--- src/rtl/microtile_stim_sequencer.sv ---
// Clocked stimulus/response wrapper for a combinational microtile: applies LFSR vectors,
// waits SETTLE_CYCLES, folds uo_out into an 8-bit MISR. Define STIM_EXHAUSTIVE_EN for a 00..FF sweep.
//
// state    | meaning
// ---------+---------------------------------------------------------------
// S_IDLE   | after reset, waiting for start
// S_SETTLE | vector on ui_in_o, counting down the tile settle time
// S_SAMPLE | one cycle: fold uo_out_i into MISR, advance the vector source
// S_DONE   | run complete, results held; start begins a new run directly
module microtile_stim_sequencer #(
    parameter int unsigned NUM_VECTORS   = 16,
    parameter int unsigned SETTLE_CYCLES = 2,
    parameter logic [7:0]  SEED          = 8'h01
) (
    input  logic       clk,
    input  logic       rst_n,
    input  logic       start,
    input  logic [7:0] uo_out_i,
    output logic [7:0] ui_in_o,
    output logic       busy,
    output logic       done,
    output logic [7:0] signature,
`ifdef STIM_EXHAUSTIVE_EN
    output logic [8:0] vec_count
`else
    output logic [7:0] vec_count
`endif
);

`ifdef STIM_EXHAUSTIVE_EN
    localparam int unsigned VCW       = 9;
    localparam int unsigned RUN_LEN   = 256;
    localparam logic [7:0]  FIRST_VEC = 8'h00;
`else
    localparam int unsigned VCW       = 8;
    localparam int unsigned RUN_LEN   = NUM_VECTORS;
    localparam logic [7:0]  FIRST_VEC = SEED;
`endif

    localparam logic [3:0] SETTLE_RELOAD = 4'(SETTLE_CYCLES - 1);

    if (SEED == 8'h00 || NUM_VECTORS < 1 || NUM_VECTORS > 255 ||
        SETTLE_CYCLES < 1 || SETTLE_CYCLES > 15) begin : g_param_check
        $error("microtile_stim_sequencer: parameter out of range");
    end

    typedef enum logic [1:0] {
        S_IDLE,
        S_SETTLE,
        S_SAMPLE,
        S_DONE
    } state_t;

    state_t           state_q;
    logic [7:0]       ui_q;
    logic [7:0]       lfsr_q;
    logic [7:0]       lfsr_d;
    logic [7:0]       misr_q;
    logic [7:0]       misr_d;
    logic [VCW-1:0]   vc_q;
    logic [3:0]       settle_q;
    logic             busy_q;
    logic             done_q;
    logic             last_vec;

`ifdef STIM_EXHAUSTIVE_EN
    assign lfsr_d = lfsr_q + 8'd1;
`else
    assign lfsr_d = {lfsr_q[6:0], lfsr_q[7] ^ lfsr_q[5] ^ lfsr_q[4] ^ lfsr_q[3]};
`endif

    assign misr_d   = {misr_q[6:0], misr_q[7] ^ misr_q[5] ^ misr_q[4] ^ misr_q[3]} ^ uo_out_i;
    assign last_vec = (vc_q == VCW'(RUN_LEN - 1));

    always_ff @(posedge clk or negedge rst_n) begin
        if (!rst_n) begin
            state_q  <= S_IDLE;
            ui_q     <= 8'h00;
            lfsr_q   <= FIRST_VEC;
            misr_q   <= 8'h00;
            vc_q     <= '0;
            settle_q <= 4'd0;
            busy_q   <= 1'b0;
            done_q   <= 1'b0;
        end else begin
            case (state_q)
                S_IDLE, S_DONE: begin
                    if (start) begin
                        ui_q     <= FIRST_VEC;
                        lfsr_q   <= FIRST_VEC;
                        misr_q   <= 8'h00;
                        vc_q     <= '0;
                        settle_q <= SETTLE_RELOAD;
                        busy_q   <= 1'b1;
                        done_q   <= 1'b0;
                        state_q  <= S_SETTLE;
                    end
                end
                S_SETTLE: begin
                    if (settle_q == 4'd0) begin
                        state_q <= S_SAMPLE;
                    end else begin
                        settle_q <= settle_q - 4'd1;
                    end
                end
                S_SAMPLE: begin
                    misr_q <= misr_d;
                    vc_q   <= vc_q + 1'b1;
                    lfsr_q <= lfsr_d;
                    if (last_vec) begin
                        busy_q  <= 1'b0;
                        done_q  <= 1'b1;
                        state_q <= S_DONE;
                    end else begin
                        // next vector goes out together with the source advance
                        ui_q     <= lfsr_d;
                        settle_q <= SETTLE_RELOAD;
                        state_q  <= S_SETTLE;
                    end
                end
                default: state_q <= S_IDLE;
            endcase
        end
    end

    assign ui_in_o   = ui_q;
    assign busy      = busy_q;
    assign done      = done_q;
    assign signature = misr_q;
    assign vec_count = vc_q;

endmodule

--- config.mk ---
export PLATFORM = sky130hd
export DESIGN_NAME = microtile_stim_sequencer
export DESIGN_NICKNAME = d
export VERILOG_FILES = /design/src/rtl/microtile_stim_sequencer.sv
export SDC_FILE = /design/constraint.sdc
export NUM_CORES = 1
export LEC_CHECK = 0
export CORE_MARGIN = 10
export CORE_UTILIZATION = 44
export DETAILED_ROUTE_END_ITERATION = 10
export PLACE_DENSITY = 0.68
export SYNTH_ARGS = -nofsm -noshare
export SYNTH_HDL_FRONTEND = slang
export SYNTH_SLANG_ARGS = --single-unit
--- constraint.sdc ---
create_clock -name clk -period 5.18 [get_ports clk]
set_input_delay 0.518 -clock clk [delete_from_list [all_inputs] [get_ports clk]]
set_output_delay 0.518 -clock clk [all_outputs]
set_load 0.05 [all_outputs]
== Word level (Yosys, flattened, before mapping) ==
Index checks and enable logic that the tools add are counted.
Storage, ports and cells
  register bits: 40
  input port bits: 11
  output and inout port bits: 26
  word-level logic and storage cells: 56
Cells by class
  $add $sub $neg: 2
  equality and inequality tests: 9
  mux-type cells: 21
  bitwise gates (word level): 7
  reductions and logical operators: 9
Operator list (number)
  $pmux 8 s2: 4
  $mux 8: 3
  $mux 4: 3
  $pmux 4 s3: 1
  $ne 2x2->1 const B: 5
  $reduce_and 3->1: 3
  $add 8x1->8 const B: 1
  $eq 8x4->1 const B: 1
  $xor 8x8->8: 1
  $mux 2: 3
  $pmux 2 s3: 1
  $xor 1x1->1: 6
  $eq 2x2->1 const B: 2
  $logic_not 4->1: 1
  $mux 1: 4
  $pmux 1 s2: 2
  $reduce_and 2->1: 2
  $sub 4x1->4 const B: 1
  $eq 2x1->1 const B: 1
  $logic_not 2->1: 1
  $reduce_bool 2->1: 1
  $reduce_or 2->1: 1

== Depth between registers and ports, before layout ==
Gate-level depths: netlist of run 1.
  depth after elaboration: 5
  gate-level depth with buffers: 7
  depth with buffers taken out: 6

== Worst setup path before layout of run 1 ==
Ideal clock, no wire load.
  path type: register to register
  start point: register vc_q[5] (netlist: vec_count[5])
  end point: register settle_q[2]
  library setup time: 0.121 ns
  arrival: 1.766 ns
  data required time: 5.059 ns
  path slack: 3.293 ns
  stages on the path, launching flop included: 5
  buffers on the path: 0
  clock period less this slack: 1.887 ns
  cell sequence: dfrtp_1 -> or4_4 -> o21ai_4 -> o31ai_1 -> a22o_2
Between the ends
  cells in the longest elaborated chain, start to end: 3
RTL lines
  start, declared: RTL line 60  | logic [VCW-1:0] vc_q;
  start signal, assigned: RTL line 108  | vc_q <= vc_q + 1'b1;
  $eq 8x4->1: RTL line 73  | assign last_vec = (vc_q == VCW'(RUN_LEN - 1));
  $ne 2x2->1 (no line)
  $reduce_and 3->1 (no line)
  end signal, assigned: RTL line 103  | settle_q <= settle_q - 4'd1;
  end, declared: RTL line 61  | logic [3:0] settle_q;
No other way between the ends.
A chain may end at the register's enable or synchronous reset.

== Worst setup path after layout of run 1 ==
  start point: register vc_q[3] (netlist: vec_count[3])
  end point: output port vec_count[3]
RTL lines
  end, declared: RTL line 26  | output logic [7:0] vec_count
No word-level cell between the ends.

==> impl_metrics.tcl, run 1 <==
set metrics [dict create \
    start_util 0.467 \
    r2r_cells 6 \
    num_antenna_cells 0 \
    ios 37 \
    path_clk_slew_ns 0.08 \
    crit_family "buffers and inverters" \
    min_path_type "input pin to asynchronous set/reset pin" \
    p_per_area_nw_per_um2 543 \
    avgRoutedWirePerCell_um 16.1 \
    ant_nets 0 \
    vias 1432 \
    period_minus_slack_ns 2.15 \
    cp.arrival_ns 1.63 \
    rows 23 \
    max_stage_delay_ns 0.86 \
    max_clock_freq_mhz 466 \
    p_leak_nw 1.05 \
    firstDrtPassIters 4 \
    crit_chain "clkdlybuf4s50_1" \
    fillerInstances 336 \
    die-width_um 85.9 \
    critPathBufInv 1 \
    synth-seq-area-share 0.525 \
    postCtsSetupBuffers 0 \
    cts_tree "done" \
    drtIter0Drc 92 \
    drive_above_1_share 0.104 \
    syn_inst 172 \
    worst-setup-path-type "register to primary output" \
    vdd_drop_max_mv 0.228 \
    outcome "completed" \
    insertion_delay_ns 0.29 \
    grt_max_degree 41 \
    globalRouteOverflowTotal 0 \
    synth_cell_types 36 \
    io_buffers 36 \
    finalSetupViolations 0 \
    globalRouteTotalUtil 0.119 \
    r2r_end "ui_in_o[0]" \
    root_buffer "clkbuf_8" \
    synth_area_um2 1910 \
    rsz0062_at_grt "no" \
    critPathLaunchType "register" \
    dpl.cell_count 254 \
    hold_buffers 0 \
    die_y_um 85.9 \
    crit_path_max_fanout 8 \
    tns_ns 0 \
    die_area_um2 7370 \
    syn_to_final_growth_pct 26.5 \
    h-tree-depth 2 \
    synth-edff-count 0 \
    clock-sinks 40 \
    cp.required_ns 4.66 \
    syn_nets 189 \
    relSlewSlack 0.421 \
    viasPerCell 5.47 \
    cap_violations 0 \
    gp_congestion 0.781 \
    ctsResizeCount 0 \
    totalWireLength_mm 4.23 \
    finish.net_count 228 \
    r2r-start "state_q[0]" \
    synth-seq-cells 40 \
    hold_viol_final 0 \
    yosysWarningCount 0 \
    avgSynthCellArea_um2 11.1 \
    grt_antenna_before_repair 0 \
    drcViolationCount 0 \
    grt_pass1_vias 1487 \
    end_kind "primary output" \
    numCtsBuffers 5 \
    clk_path_buf_depth 2 \
    coreArea_um2 4090 \
    slew_viol_final 0 \
    ys_dominant_reg_cell "dfrtp_1" \
    async_flop_share 1.00 \
    layout.cells.non_filler 262 \
    skew_ns 0.00972 \
    grt_pass1_wl_mm 7.15 \
    fin_crit_sh 0.414 \
    critPathSlowestCell "clkdlybuf4s50_1" \
    hpwl_mm 3.16 \
    rrSetupSlack_ns 3.06 \
    worst_slew_pin_slew_ns 0.868 \
]
==> metal layers <==
metal	wire [µm]	part of all wire	global-route usage
met2	2040	0.48	0.195
met1	1870	0.44	0.138
met4	37	0.0088	0.0269
met5	0	0	0
met3	273	0.065	0.0520
==> sequential cells by signal, indices dropped and copies added (netlist names) <==
name	flops
vec_count	8
settle_q	4
lfsr_q	8
busy	1
signature	8
done	1
ui_in_o	8
state_q	2
==> Yosys cell counts (2+ instances only) <==
cell,number,area share
a21o_1,3,0.012
or3_1,2,0.0066
nor3_1,3,0.0079
ha_1,6,0.039
a21oi_1,5,0.013
dfrtp_1,39,0.51
a22o_2,3,0.016
nor2_1,8,0.016
nand2b_1,2,0.0066
mux2i_1,4,0.021
o21ai_0,12,0.031
mux2_2,2,0.012
inv_1,4,0.0079
a22o_1,17,0.078
nand3_1,4,0.010
xnor2_1,15,0.069
o31ai_1,2,0.0079
nand2_1,20,0.039
clkbuf_1,4,0.0079
==> layout by cell type (no fill, tap or decap), drive strengths merged, types with 2 or more instances in the layout <==
cell type and n:
nor3 3, inv 4, or3 2, a21o 3, xnor2 15, clkbuf 5
clkdlybuf4s50 35, nand2b 2, o21ai 14, mux2i 4, nand2 20, mux2 2
buf 2, nand3 4, o31ai 2, ha 6, a22o 20, a21oi 5
dfrtp 39, nor2 8
==> how the worst max path moves through the flow <==
stage | cells past startpoint | slack (ns) | endpoint | startpoint
after floorplan | 4 | 3.29 | settle_q[2] | vec_count[5]
after global placement | 5 | 3.11 | ui_in_o[6] | start
after detailed placement | 6 | 3.05 | ui_in_o[0] | state_q[0]
after CTS | 1 | 3.01 | vec_count[2] | vec_count[2]
after global routing | 6 | 2.93 | ui_in_o[0] | state_q[0]
final | 1 | 3.03 | vec_count[3] | vec_count[3]
==> kinds of logic after synthesis <==
kind of cell             synth area share
AND/OR/NAND/NOR                     0.122
AO/OA/AOI/OAI                       0.182
flip-flops                          0.525
XOR/XNOR                           0.0734
buffers and inverters              0.0256
multiplexers                       0.0328
adder cells (fa/ha/maj)            0.0393
==> final cells by class <==
type                            count  area, µm²  area share
Clock buffer                        5       68.8      0.0285
Tap cell                           50       62.6      0.0259
Sequential cell                    40       1000       0.415
Timing Repair Buffer               37        363       0.150
Clock inverter                      3       42.5      0.0176
Multi-Input combinational cell    123        862       0.357
Inverter                            4       15.0     0.00621
==> report_power, final <==
group | switching [mW] | internal (mW)
Combinational | 0.379 | 0.237
Sequential | 0.0637 | 0.382
Clock | 0.108 | 0.142
Total | 0.550 | 0.762
==> stage by stage <==
| step | setup slack [ns] | instance area, µm² | hold WS, ns | utilization | total power, mW |
|---|---|---|---|---|---|
| floorplan | 3.29 | 1910 | 0.222 | - | 0.902 |
| global placement | 3.11 | 2300 | 0.463 | 0.564 | 1.06 |
| detailed placement | 3.05 | 2300 | 0.465 | 0.564 | 1.07 |
| CTS | 3.01 | 2420 | 0.356 | 0.591 | 1.33 |
| global route | 2.93 | 2420 | 0.391 | 0.591 | 1.40 |
| finish | 3.03 | 2420 | 0.331 | 0.591 | 1.31 |
==> worst register-to-register path: stages, from the launching register on <==
cell and delay, ns:
dfrtp_1 0.41, inv_1 0.09, ha_1 0.46, nand4_1 0.36
o21ai_2 0.45, a21oi_1 0.09, a21o_1 0.17
(Power assumes the default switching activity.)
==> inputs of run 2 (changes only) <==
==> constraint.sdc (replaced) <==
create_clock -name clk -period 2.05 [get_ports clk]
set_input_delay 0.205 -clock clk [delete_from_list [all_inputs] [get_ports clk]]
set_output_delay 0.205 -clock clk [all_outputs]
set_load 0.05 [all_outputs]
==> run 2 against run 1 <==
Combinational power rose to 2.6 times the previous value. Largest cell class unchanged. Setup slack got worse by 2.9 ns. Sequential power rose to 2.5 times the previous value. Wire length up 4.8%.
==> impl_metrics.tcl, run 2 (synthesis gave the netlist of run 1 again) <==
set metrics [dict create \
    h-tree-depth 2 \
    rrSetupSlack_ns 0.15 \
    skew_ns 0.00651 \
    ctsResizeCount 0 \
    cp.arrival_ns 2.09 \
    fillerInstances 350 \
    end_kind "register" \
    min_path_type "input pin to asynchronous set/reset pin" \
    hold_ws_ns 0.0369 \
    period_minus_slack_ns 1.90 \
    insertion_delay_ns 0.29 \
    p_seq_frac 0.334 \
    path_clk_slew_ns 0.07 \
    grt_pass1_vias 1550 \
    root_buffer "clkbuf_8" \
    r2r_end "vec_count[6]" \
    power.total_mw 3.37 \
    p_per_area_nw_per_um2 1380 \
    numCtsBuffers 5 \
    r2r-start "state_q[0]" \
    cap_violations 0 \
    drtIter0Drc 108 \
    hold_buffers 0 \
    firstDrtPassIters 4 \
    grt_antenna_before_repair 0 \
    grt_pass1_wl_mm 7.73 \
    outcome "completed" \
    relSlewSlack 0.402 \
    p_comb_frac 0.479 \
    internal_power_mw 1.95 \
    die-width_um 85.9 \
    clkPwrFrac 0.187 \
    slew_viol_final 0 \
    switching_share 0.421 \
    globalRouteTotalUtil 0.129 \
    cts_tree "done" \
    max_clock_freq_mhz 525 \
    finalSetupViolations 0 \
    clock-sinks 40 \
    tns_ns 0 \
    worst-setup-path-type "register to register" \
    placed_cell_area_um2 2330 \
    drive_above_1_share 0.112 \
    ios 37 \
    setup_slack_ns 0.146 \
    finish.net_count 231 \
    dpl.cell_count 257 \
    io_buffers 36 \
    die_y_um 85.9 \
    rows 23 \
    mostFrequentLayoutCells "39 x dfrtp_1, 35 x clkdlybuf4s50_1, 20 x nand2_1, 17 x a22o_1, 15 x xnor2_1" \
    finalInstanceArea_um2 2430 \
    grt_max_degree 41 \
    globalRouteOverflowTotal 0 \
    final_common_cell "dfrtp_1" \
    vias 1440 \
    vdd_drop_max_mv 0.566 \
    pre_cts_ws_ns 0.167 \
    p_leak_nw 1.06 \
    viasPerCell 5.43 \
    postCtsSetupBuffers 0 \
    rsz0062_at_grt "no" \
    cp.required_ns 2.23 \
    layout.cells.non_filler 265 \
    die_area_um2 7370 \
    ant_nets 0 \
    worst_slew_pin_slew_ns 0.897 \
    power.switching_mw 1.42 \
    coreArea_um2 4090 \
    syn_to_final_growth_pct 27.5 \
    clk_path_buf_depth 2 \
    avgRoutedWirePerCell_um 16.7 \
    critPathLaunchType "register" \
    gp_congestion 0.841 \
    num_antenna_cells 0 \
    hpwl_mm 3.25 \
    start_util 0.467 \
    utilization 0.596 \
    r2r_cells 6 \
    totalWireLength_mm 4.43 \
    hold_viol_final 0 \
    fin_crit_sh 0.929 \
    drcViolationCount 0 \
    crit_path_max_fanout 8 \
]
[run 2: cell types whose count changed in the layout (fill, tap and decap cells not counted)]
cell / before / now
buf_4: 1 / 4
clkinvlp_4: 1 / 0
clkbuf_1: 0 / 1
[run 2: worst max-delay path by stage]
stage | cells past startpoint | to | startpoint
floorplan | 4 | settle_q[2] | vec_count[5]
global placement | 6 | vec_count[6] | state_q[0]
detailed placement | 6 | vec_count[6] | state_q[0]
CTS | 6 | vec_count[6] | state_q[0]
global route | 6 | vec_count[6] | state_q[0]
finish | 6 | vec_count[6] | state_q[0]
[run 2: final cells by class]
class	count	area [µm²]	share of cell area
Timing Repair Buffer	40	385	0.158
Multi-Input combinational cell	123	862	0.354
Sequential cell	40	1000	0.412
Tap cell	50	62.6	0.0257
Clock buffer	6	72.6	0.0298
Clock inverter	2	35.0	0.0144
Inverter	4	15.0	0.00617
[run 2: routing by layer]
| metal | part of all wire | track usage |
|---|---|---|
| met1 | 0.45 | 0.157 |
| met5 | 0 | 0 |
| met3 | 0.054 | 0.0492 |
| met4 | 0.013 | 0.0434 |
| met2 | 0.49 | 0.203 |
[run 2: worst max-delay path, cell delays in order, from the launching register on]
cell,delay [ns]
dfrtp_1,0.39
inv_1,0.07
ha_1,0.38
mux2i_2,0.44
nor2_1,0.07
mux2_2,0.27
a22o_1,0.17
[run 2: power groups by stage]
stage	logic (mW)	clock network [mW]	registers, mW
final	1.61	0.630	1.13
after global routing	1.76	0.694	1.15
after CTS	1.63	0.652	1.13
after detailed placement	1.63	0	1.14
after global placement	1.56	0	1.13
after floorplan	0.816	0	1.46
==> RTL change: new RTL, settings of run 1 <==
Register the inputs `start` and `uo_out_i` before use. The logic sees them one clock later. Comments in the files are not updated.
--- a/src/rtl/microtile_stim_sequencer.sv
+++ b/src/rtl/microtile_stim_sequencer.sv
@@ -40,4 +40,12 @@
     localparam logic [3:0] SETTLE_RELOAD = 4'(SETTLE_CYCLES - 1);
 
+    logic start_q;
+    logic [7:0] uo_out_q;
+
+    always_ff @(posedge clk) begin
+        start_q  <= start;
+        uo_out_q <= uo_out_i;
+    end
+
     if (SEED == 8'h00 || NUM_VECTORS < 1 || NUM_VECTORS > 255 ||
         SETTLE_CYCLES < 1 || SETTLE_CYCLES > 15) begin : g_param_check
@@ -70,5 +78,5 @@
 `endif
 
-    assign misr_d   = {misr_q[6:0], misr_q[7] ^ misr_q[5] ^ misr_q[4] ^ misr_q[3]} ^ uo_out_i;
+    assign misr_d   = {misr_q[6:0], misr_q[7] ^ misr_q[5] ^ misr_q[4] ^ misr_q[3]} ^ uo_out_q;
     assign last_vec = (vc_q == VCW'(RUN_LEN - 1));
 
@@ -86,5 +94,5 @@
             case (state_q)
                 S_IDLE, S_DONE: begin
-                    if (start) begin
+                    if (start_q) begin
                         ui_q     <= FIRST_VEC;
                         lfsr_q   <= FIRST_VEC;
Function: changed (a bounded check fails within 4 cycles, from zero or initial values and one cycle with rst_n low).
==> RTL change against run 1 <==
- cell area increased by 8.0%
- setup slack lost 0.043 ns
- total power shrank 4.5%
- synthesized area up 10%
- sequential cell count is 9 higher
- wire length grew 0.78%
- sequential share of layout area up 3.8 points
- critical path type is now reg -> reg
- hold slack lost 0.025 ns
- largest power group unchanged
==> RTL change: results (changes against run 1) <==
Run status
  • Outcome: finished clean

GRT
  • Vias in the first global route: 1526 (+2.6%)
  • First-pass GRT wire length: 7348 um (+2.8%)
  • Largest net degree at the start of global routing: 41 (unchanged)
  • Overflow after GRT: 0 (unchanged)
  • GRT Util Overall: 11.80% (-0.055 points)
  • Initial antenna violation count: 0 (unchanged)

Detailed routing
  • DRT iter0 DRCs: 62 (-33%)
  • Initial DRT Pass Iterations: 4 (unchanged)
  • DR vias: 1491 (+4.1%)
  • Final wirelength: 4260 um (+0.78%)

Clock network
  • H-tree levels: 2 (unchanged)
  • CTS Root Cell: clkbuf_8
  • Inserted Clock Buffers: 5 (unchanged)
  • Clk_lat worst skew: 0.31 ns (+0.02 ns)
  • Worst-path clk slew: 0.10 ns (+0.02 ns)
  • Post-CTS sizing: 0 (unchanged)
  • Setup bufs post-CTS: 0 (unchanged)
  • Clock buffer depth: 2 (unchanged)

Power
  • Net Switching: 0.5118 mW (-7.0%)
  • Static Leakage: 1.082 nW (+3.6%)
  • Maximum VDD drop: 267.5 uV (+17%)

Layout
  • Nets: 254 (+11%)
  • Fillers: 422 (+26%)
  • Share of cells above drive strength 1: 6.723% (-3.7 points)
  • ANT cells: 0 (unchanged)

Critical path
  • Reg-to-reg slack, setup: 2.99 ns (-0.07 ns)
  • Critical path startpoint: state_q[0]
  • Critical Path Fanout Max: 15 (+7)
  • Worst reg2reg path depth: 5 (-1)
  • Arrival @ worst endpoint: 2.44 ns (+0.81 ns)
  • Reg2reg end: ui_in_o[6]

Min path
  • Worst hold path type: in -> async

Timing
  • Setup skew after layout: 0.01080 ns (+0.001084 ns)
  • Final setup TNS: 0 ns (unchanged)
  • Relative slew slack: 42.39% (+0.26 points)

Flow run
  • Max cap viols: 0 (unchanged)

Placed design
  • Final GP Congestion: 0.8070 (+3.3%)
  • Buffers on Ports: 36 (unchanged)
  • Hpwl dp: 3004 um (-4.9%)

Logic synthesis
  • Syn_nets: 216 (+14%)
  • Ys Warns: 0 (unchanged)
  • Netlist cell types: 34 (-5.6%)
  • Most frequent cells after synthesis: dfrtp_1, nand2_1, o21ai_0
  • Async SR Flop Fraction: 81.63% (-18 points)
  • Synth area leaders: dfrtp_1, dfxtp_1, nand2_1
  • Post-synthesis sequential area ratio: 56.05% (+3.6 points)
[RTL change: worst max-delay path by stage]
stage,endpoint,cells after the start
global route,ui_in_o[6],5
floorplan,settle_q[2],4
global placement,ui_in_o[6],5
finish,ui_in_o[6],5
CTS,ui_in_o[6],5
detailed placement,ui_in_o[6],5
[RTL change: cell families (layout without fill, tap and decap cells)]
group	count (synthesis)	in the layout	synth area share [%]
AOI/OAI and AO/OA	50	50	15.96
xor gates and xnor gates	14	14	5.813
adders and majority gates	6	6	3.559
buffers and inverters	11	50	2.017
DFF	49	49	56.05
muxes	6	6	2.847
and+or+nand+nor	63	63	13.76
[RTL change: metal layers]
metal,part of all wire [%],track usage [%],vias to the layer above
met1,48,15.53,685
met4,1.6,4.335,0
met3,6.0,4.102,7
li1,-,-,771
met2,44,17.43,28
met5,0,0,-
[RTL change: power by group through the flow]
stage          registers, mW  clock network (mW)  logic, mW
2_1_floorplan          0.631                   0      0.253
3_3_place_gp           0.516                   0      0.513
3_5_place_dp           0.517                   0      0.519
4_1_cts                0.510               0.237      0.520
5_1_grt                0.522               0.255      0.573
6_report               0.509               0.229      0.514
[RTL change: layout make-up]
class                   instances  area share (%)
multi-input cells             139           34.04
well taps                      54           2.589
repair buffers                 37           13.90
clock inverters                 3          0.8150
inverters                       5          0.7191
flip-flops and latches         49           45.30
clock buffers                   5           2.637
[RTL change: critical path: stages, from the launching register on]
cell,delay [ns]
dfrtp_1,0.41
inv_1,0.08
ha_1,0.50
inv_1,0.28
nor2_1,0.57
a32o_1,0.28
[RTL change: metrics by stage]
step / setup WS [ns] / area, sq um / hold slack (ns) / std cells / power (mW)
after floorplan: 3.239 / 2110 / 0.2224 / 199 / 0.8844
after global placement: 3.107 / 2520 / 0.4609 / 284 / 1.029
after detailed placement: 3.015 / 2520 / 0.4694 / 284 / 1.036
after CTS: 2.999 / 2610 / 0.3623 / 292 / 1.267
after global routing: 2.806 / 2610 / 0.3949 / 292 / 1.350
final: 2.990 / 2610 / 0.3056 / 292 / 1.253
